===== src/rtl/muldiv_ctrl.sv =====
`default_nettype none
// ============================================================================
//  Module   : muldiv_ctrl
//  Purpose  : Sequencer for the multi-cycle multiply and divide units.
//             Accepts a MULT/DIV command in IDLE, latches the operands,
//             holds the selected unit's level-sensitive enable for a fixed
//             number of cycles, then captures the unit's HI/LO result into
//             the architectural HI/LO registers. Also services direct HI/LO
//             writes (MTHI/MTLO) and rejects divide-by-zero.
//  Ports    :
//    Clock, Reset             - clock, synchronous active-high reset
//    Start, Op[1:0]           - command strobe, 01 = MULT, 10 = DIV
//    A, B                     - operands (DIV: A dividend, B divisor)
//    Hi_Write, Lo_Write       - direct write strobes for HI / LO
//    Write_Data               - data for direct writes
//    Mult_Control/Div_Control - registered unit enables
//    Unit_A, Unit_B           - latched operands fed to both units
//    Mult_HI/LO, Div_HI/LO    - unit results (Div_HI remainder, Div_LO quotient)
//    HI_Out, LO_Out           - architectural HI/LO registers
//    Busy                     - operation in progress (stall request)
//    Done                     - one-cycle pulse, HI_Out/LO_Out hold new result
//    Div_Zero                 - one-cycle pulse, DIV with B == 0 rejected
//  Revision : 1.0 - initial release
// ============================================================================
module muldiv_ctrl #(
    parameter int MULT_CYCLES = 33,
    parameter int DIV_CYCLES  = 33,
    parameter int CNT_W       = 6
) (
    input  logic        Clock,
    input  logic        Reset,
    input  logic        Start,
    input  logic [1:0]  Op,
    input  logic [31:0] A,
    input  logic [31:0] B,
    input  logic        Hi_Write,
    input  logic        Lo_Write,
    input  logic [31:0] Write_Data,
    output logic        Mult_Control,
    output logic        Div_Control,
    output logic [31:0] Unit_A,
    output logic [31:0] Unit_B,
    input  logic [31:0] Mult_HI,
    input  logic [31:0] Mult_LO,
    input  logic [31:0] Div_HI,
    input  logic [31:0] Div_LO,
    output logic [31:0] HI_Out,
    output logic [31:0] LO_Out,
    output logic        Busy,
    output logic        Done,
    output logic        Div_Zero
);

    typedef enum logic [1:0] {
        ST_IDLE     = 2'd0,
        ST_RUN_MULT = 2'd1,
        ST_RUN_DIV  = 2'd2,
        ST_CAPTURE  = 2'd3
    } state_t;

    localparam logic [1:0]       C_OP_MULT   = 2'b01;
    localparam logic [1:0]       C_OP_DIV    = 2'b10;
    localparam logic [CNT_W-1:0] C_MULT_LAST = CNT_W'(MULT_CYCLES - 1);
    localparam logic [CNT_W-1:0] C_DIV_LAST  = CNT_W'(DIV_CYCLES - 1);

    state_t            state_q,   state_d;
    logic [CNT_W-1:0]  cnt_q,     cnt_d;
    logic [31:0]       unit_a_q,  unit_a_d;
    logic [31:0]       unit_b_q,  unit_b_d;
    logic [31:0]       hi_q,      hi_d;
    logic [31:0]       lo_q,      lo_d;
    logic              op_div_q,  op_div_d;
    logic              mult_en_q, mult_en_d;
    logic              div_en_q,  div_en_d;
    logic              done_q,    done_d;
    logic              dz_q,      dz_d;

    always_ff @(posedge Clock) begin
        if (Reset) begin
            state_q   <= ST_IDLE;
            cnt_q     <= '0;
            unit_a_q  <= '0;
            unit_b_q  <= '0;
            hi_q      <= '0;
            lo_q      <= '0;
            op_div_q  <= 1'b0;
            mult_en_q <= 1'b0;
            div_en_q  <= 1'b0;
            done_q    <= 1'b0;
            dz_q      <= 1'b0;
        end else begin
            state_q   <= state_d;
            cnt_q     <= cnt_d;
            unit_a_q  <= unit_a_d;
            unit_b_q  <= unit_b_d;
            hi_q      <= hi_d;
            lo_q      <= lo_d;
            op_div_q  <= op_div_d;
            mult_en_q <= mult_en_d;
            div_en_q  <= div_en_d;
            done_q    <= done_d;
            dz_q      <= dz_d;
        end
    end

    always_comb begin
        state_d   = state_q;
        cnt_d     = cnt_q;
        unit_a_d  = unit_a_q;
        unit_b_d  = unit_b_q;
        hi_d      = hi_q;
        lo_d      = lo_q;
        op_div_d  = op_div_q;
        mult_en_d = 1'b0;
        div_en_d  = 1'b0;
        done_d    = 1'b0;
        dz_d      = 1'b0;

        case (state_q)
            ST_IDLE: begin
                // Direct writes land first; an accepted operation later
                // overwrites them at capture.
                if (Hi_Write) hi_d = Write_Data;
                if (Lo_Write) lo_d = Write_Data;

                if (Start && (Op == C_OP_MULT)) begin
                    unit_a_d  = A;
                    unit_b_d  = B;
                    cnt_d     = '0;
                    op_div_d  = 1'b0;
                    mult_en_d = 1'b1;
                    state_d   = ST_RUN_MULT;
                end else if (Start && (Op == C_OP_DIV)) begin
                    if (B == 32'd0) begin
                        dz_d = 1'b1;
                    end else begin
                        unit_a_d = A;
                        unit_b_d = B;
                        cnt_d    = '0;
                        op_div_d = 1'b1;
                        div_en_d = 1'b1;
                        state_d  = ST_RUN_DIV;
                    end
                end
            end

            // The enable was raised on the accepting edge; it stays high
            // until the edge where the counter reaches N-1, giving exactly
            // N enabled cycles.
            ST_RUN_MULT: begin
                cnt_d = cnt_q + CNT_W'(1);
                if (cnt_q == C_MULT_LAST) begin
                    state_d = ST_CAPTURE;
                end else begin
                    mult_en_d = 1'b1;
                end
            end

            ST_RUN_DIV: begin
                cnt_d = cnt_q + CNT_W'(1);
                if (cnt_q == C_DIV_LAST) begin
                    state_d = ST_CAPTURE;
                end else begin
                    div_en_d = 1'b1;
                end
            end

            ST_CAPTURE: begin
                hi_d    = op_div_q ? Div_HI : Mult_HI;
                lo_d    = op_div_q ? Div_LO : Mult_LO;
                cnt_d   = '0;
                done_d  = 1'b1;
                state_d = ST_IDLE;
            end

            default: begin
                state_d = ST_IDLE;
            end
        endcase
    end

    assign Mult_Control = mult_en_q;
    assign Div_Control  = div_en_q;
    assign Unit_A       = unit_a_q;
    assign Unit_B       = unit_b_q;
    assign HI_Out       = hi_q;
    assign LO_Out       = lo_q;
    assign Busy         = (state_q != ST_IDLE);
    assign Done         = done_q;
    assign Div_Zero     = dz_q;

endmodule
`default_nettype wire


===== config.mk =====
export PLATFORM = sky130hd
export DESIGN_NAME = muldiv_ctrl
export DESIGN_NICKNAME = d
export VERILOG_FILES = /design/src/rtl/muldiv_ctrl.sv
export SDC_FILE = /design/constraint.sdc
export NUM_CORES = 1
export LEC_CHECK = 0
export ABC_CLOCK_PERIOD_IN_PS = 2550
export CELL_PAD_IN_SITES_DETAIL_PLACEMENT = 2
export CELL_PAD_IN_SITES_GLOBAL_PLACEMENT = 2
export CORE_UTILIZATION = 22
export CTS_BUF_LIST = sky130_fd_sc_hd__clkbuf_16
export DETAILED_ROUTE_END_ITERATION = 10
export PLACE_DENSITY_LB_ADDON = 0.15
export SYNTH_ARGS = -nofsm -noshare
export SYNTH_HDL_FRONTEND = slang
export SYNTH_SLANG_ARGS = --single-unit

===== constraint.sdc =====
create_clock -name Clock -period 2.55 [get_ports Clock]
set_input_delay 0.51 -clock Clock [delete_from_list [all_inputs] [get_ports Clock]]
set_output_delay 0.51 -clock Clock [all_outputs]
set_load 0.01 [all_outputs]

Word-level counts from Yosys, hierarchy flattened --
Index checks and enable logic that the tools add are counted.
Word-level totals: register bits after elaboration 141
Operators by class: $add $sub $neg 1, equality and inequality tests 12, muxes and demuxes 33, bitwise logic cells 2, reduce and logical (&&, ||, !) cells 14
Operator list (count):
- 32-bit 2-to-1 mux | 10
- 32-bit case mux with 2 select lines | 2
- 32-bit logical NOT | 1
- 6-bit 2-to-1 mux | 3
- 6-bit case mux with 3 select lines | 1
- 1-bit 2-to-1 mux | 10
- 2-bit 2-to-1 mux | 4
- 6-bit by 1-bit adder with 6-bit output (second input constant) | 1
- 2-bit == test (second input constant) | 3
- 6-bit == test (second input constant) | 1
- 2-bit inequality test (second input constant) | 3
- 3-bit inequality test (second input constant) | 2
- 2-bit case mux with 3 select lines | 1
- 2-bit AND reduction | 3
- 3-bit AND reduction | 2
- 2-bit nonzero test | 3
- 2-bit by 1-bit == test with 1-bit output (second input constant) | 2
- 1-bit case mux with 2 select lines | 2
- 4-bit OR reduction | 1
- 1-bit logical AND | 2
- 2-bit logical NOT | 1
- 2-bit by 1-bit inequality test with 1-bit output (second input constant) | 1
- 1-bit NOT | 2
- 2-bit OR reduction | 1

Longest topological paths before layout --
depth in word-level cells 5, mapped depth 9

Worst setup path before layout --
No wires, ideal clock.
path kind reg-to-reg, start reg state_q[0], end reg unit_a_q[0], in the netlist Unit_A[0], library setup time 0.072 ns, arrival 1.736 ns, required time 2.478 ns, slack 0.742 ns, stages on the path, launching flop included 10, buffers on the path 3, cell sequence dfxtp_1 -> inv_1 -> ha_1 -> buf_2 -> inv_1 -> or2_2 -> o21ai_2 -> buf_6 -> buf_12 -> mux2i_1
Between the ends: word-level cells in the longest chain between the ends 2
Ends and longest elaborated chain:
- from (decl) | line 66 | state_t state_q, state_d;
- from (signal assigned) | line 92 | state_q <= state_d;
- 2-bit logical NOT | line 119 | case (state_q)
- 3-bit AND reduction (no source line)
- to (signal assigned) | line 94 | unit_a_q <= unit_a_d;
- to (decl) | line 68 | logic [31:0] unit_a_q, unit_a_d;
No other way between the ends. A chain may end at the register's enable or synchronous reset.

Final worst setup path --
start reg state_q[0], end out Busy
Between the ends: word-level cells in the longest chain between the ends 1
Ends and longest elaborated chain:
- 2-bit nonzero test | line 188 | assign Busy = (state_q != ST_IDLE);
- to (decl) | line 49 | output logic Busy,
No other way between the ends.

==> impl_metrics.json <==
{
  "gp_congestion": 0.732,
  "dp_cells": 1492,
  "crit_buf_inv": 3,
  "period_minus_slack_ps": 2460,
  "start_util_pct": 22.6,
  "crit_path_end_kind": "output pin",
  "cts.sinks": 141,
  "hpwl_mm": 22.0,
  "grt_pass1_wl_mm": 43.4,
  "cpMaxStageDelayCell": "clkdlybuf4s50_1",
  "max-cap-violations": 0,
  "ff2ff_setup_slack_ps": 390,
  "powerDensity_nw_per_um2": 696,
  "wirelength_mm": 28.3,
  "crit_path_max_incr_delay_ps": 560,
  "design_area_um2": 11700,
  "peakVddDrop_v": 0.000432,
  "ys_seq_area_share_pct": 40.3,
  "synth_most_common_cell": "dfxtp_1",
  "dr.pass1.iters": 4,
  "netlist_instances": 772,
  "post-route-period-util_pct": 96.4,
  "power_frac_comb_pct": 36.2,
  "hold_viol_final": 0,
  "finClkSkew_ps": 11.1,
  "syn_avg_cell_area_um2": 9.08,
  "hold_start": "Unit_B[19]",
  "synth_edf_count": 0,
  "grt.total_usage_pct": 17.4,
  "numCtsBuffers": 17,
  "critPathKind": "reg -> out",
  "io_pins": 364,
  "synth_area_um2": 7010,
  "avgViaCountPerCell": 4.51,
  "cts-root-buf": "clkbuf_16",
  "min_to": "Unit_B[19]",
  "synth-seq-cells": 141,
  "cp.arrival_ps": 1950,
  "placementRows": 64,
  "die_w_um": 181,
  "slew_headroom_pct": 50.1,
  "area_growth_syn_to_layout_pct": 66.3,
  "outcome": "finished, final reports clean",
  "wl_per_cell_um": 18.6,
  "syn_nets": 1009,
  "fin_cells": 1523,
  "core_area_um2": 31000,
  "drc_errors": 0,
  "cts_tree": "yes",
  "rr_startpoint": "state_q[0]",
  "reg2regPathDepth": 9,
  "synth_common_cells": "dfxtp_1, mux2i_1, nand2b_1",
  "clk_pin_slew_ps": 70,
  "yosysTopAreaCell": "dfxtp_1",
  "drive_gt1_share_pct": 6.03,
  "cts_post_setup_buffers_inserted": 0,
  "ant_nets": 0,
  "num-fill-cells": 3379,
  "antenna_cells": 0,
  "placed_area_um2": 11100,
  "cp_common_cell": "inv_1",
  "dr.first_iter.drc_count": 166,
  "p_int_mw": 5.46,
  "nets": 1352,
  "crit_chain": "inv_1 -> ha_2 -> inv_1 -> clkdlybuf4s50_1",
  "postCtsResizedCells": 1,
  "synth_cell_types": 41,
  "h-tree-depth": 4,
  "clockBufferDepth": 2,
  "rsz0062_at_grt": "no",
  "yosysWarnings": 0,
  "tns_ps": 0,
  "setup-violations-final": 0,
  "fp.dieH_um": 181,
  "p_leak_nw": 4.06,
  "grt_max_degree": 98,
  "cts_hold_buf": 0,
  "async_flop_share_pct": 0,
  "grt_pass1_vias": 7514,
  "io_buffers": 363,
  "crit_path_start": "state_q[0]",
  "grt_remaining_overflow": 0,
  "min_path_type": "reg -> reg",
  "synth_area_leaders": "dfxtp_1, mux2i_1, nand2b_1",
  "worstSetupStartpointType": "register",
  "final_util_pct": 37.6,
  "p_seq_share_pct": 34.5,
  "fmax_ghz": 0.407,
  "cp_top_family": "buffers and inverters",
  "synth_top_area_share_pct": 40.3,
  "synthFlopType": "dfxtp_1",
  "vias": 6868,
  "p_sw_mw": 2.65,
  "antenna_found_initial": 0,
  "cp.required_ps": 2040,
  "r2r_end": "LO_Out[22]",
  "pwr-share-clk_pct": 29.3,
  "tightest_slew_ps": 749,
  "holdPathStages": 2,
  "drv_slew": 0,
  "switching_share_pct": 32.7,
  "die_area_um2": 32600,
  "path_max_fanout": 8,
  "clk_latency_ps": 420
}
[kinds of logic (layout without fill, tap and decap cells)]
kind of cell             after synthesis  count (layout)  share of synthesized area [%]
buffers and inverters                 67             422                           5.23
AO/OA/AOI/OAI                        156             156                           14.3
multiplexers                         128             128                           18.3
flip-flops                           141             141                           40.3
AND/OR/NAND/NOR                      274             274                           20.9
adder cells (fa/ha/maj)                6               6                           1.07
[power groups by stage]
stage / Sequential, mW / Combinational, mW / Clock [mW]
after detailed placement: 2.85 / 2.99 / 0
after global placement: 2.83 / 2.96 / 0
final: 2.80 / 2.94 / 2.37
after global routing: 2.85 / 3.21 / 2.56
after CTS: 2.81 / 3.02 / 2.49
after floorplan: 2.99 / 1.19 / 0
[worst register-to-register path, cell delays in order (launching register included)]
cell	delay (ps)
dfxtp_1	420
inv_1	130
ha_2	260
nor2b_1	350
a21oi_4	60
buf_12	180
buf_4	220
a211oi_1	300
a21oi_1	70
nor2_1	100
[how the worst max path moves through the flow]
stage,end,cells after the start
finish,Busy,4
global route,Busy,4
CTS,Busy,4
detailed placement,Unit_A[12],7
global placement,Unit_A[10],7
floorplan,Unit_A[0],9
[through the flow]
stage	hold slack, ps	total power, mW	worst slack, ps
2_1_floorplan	482	4.18	742
4_1_cts	479	8.32	59.4
3_5_place_dp	467	5.85	41.7
3_3_place_gp	457	5.80	129
5_1_grt	495	8.62	1.93
6_report	473	8.11	91.2
[layer usage]
| metal | share of wire (%) | track usage (%) |
|---|---|---|
| met5 | 0 | 0 |
| met4 | 0.76 | 4.17 |
| met3 | 8.6 | 6.81 |
| met2 | 47 | 29.1 |
| met1 | 44 | 20.8 |
[area by class of cell]
cell class / instances / area, um^2 / share of cell area (%)
Inverter: 6 / 22.5 / 0.193
Clock buffer: 17 / 425 / 3.65
Clock inverter: 14 / 119 / 1.02
Multi-Input combinational cell: 564 / 3860 / 33.1
Sequential cell: 141 / 2830 / 24.2
Tap cell: 396 / 495 / 4.25
Timing Repair Buffer: 385 / 3910 / 33.5
[cells in the final DEF, fill, tap and decap left out, types with 5 or more instances in the layout]
| cell | count |
|---|---|
| nand2_1 | 8 |
| nand2b_1 | 127 |
| nand3_1 | 9 |
| buf_4 | 14 |
| nor2_1 | 103 |
| clkbuf_16 | 17 |
| buf_12 | 9 |
| clkdlybuf4s50_1 | 362 |
| dfxtp_1 | 140 |
| a21oi_1 | 73 |
| mux2i_1 | 128 |
| inv_1 | 6 |
| a211oi_1 | 64 |
| clkinv_2 | 5 |
[sequential cells by signal, summed over array words and instances (netlist names)]
signal / count
HI_Out: 32
LO_Out: 32
Unit_A: 32
Unit_B: 32
cnt_q: 6
state_q: 2
Div_Control: 1
Div_Zero: 1
Done: 1
Mult_Control: 1
op_div_q: 1
No activity file was read; power rests on OpenSTA's default activity.
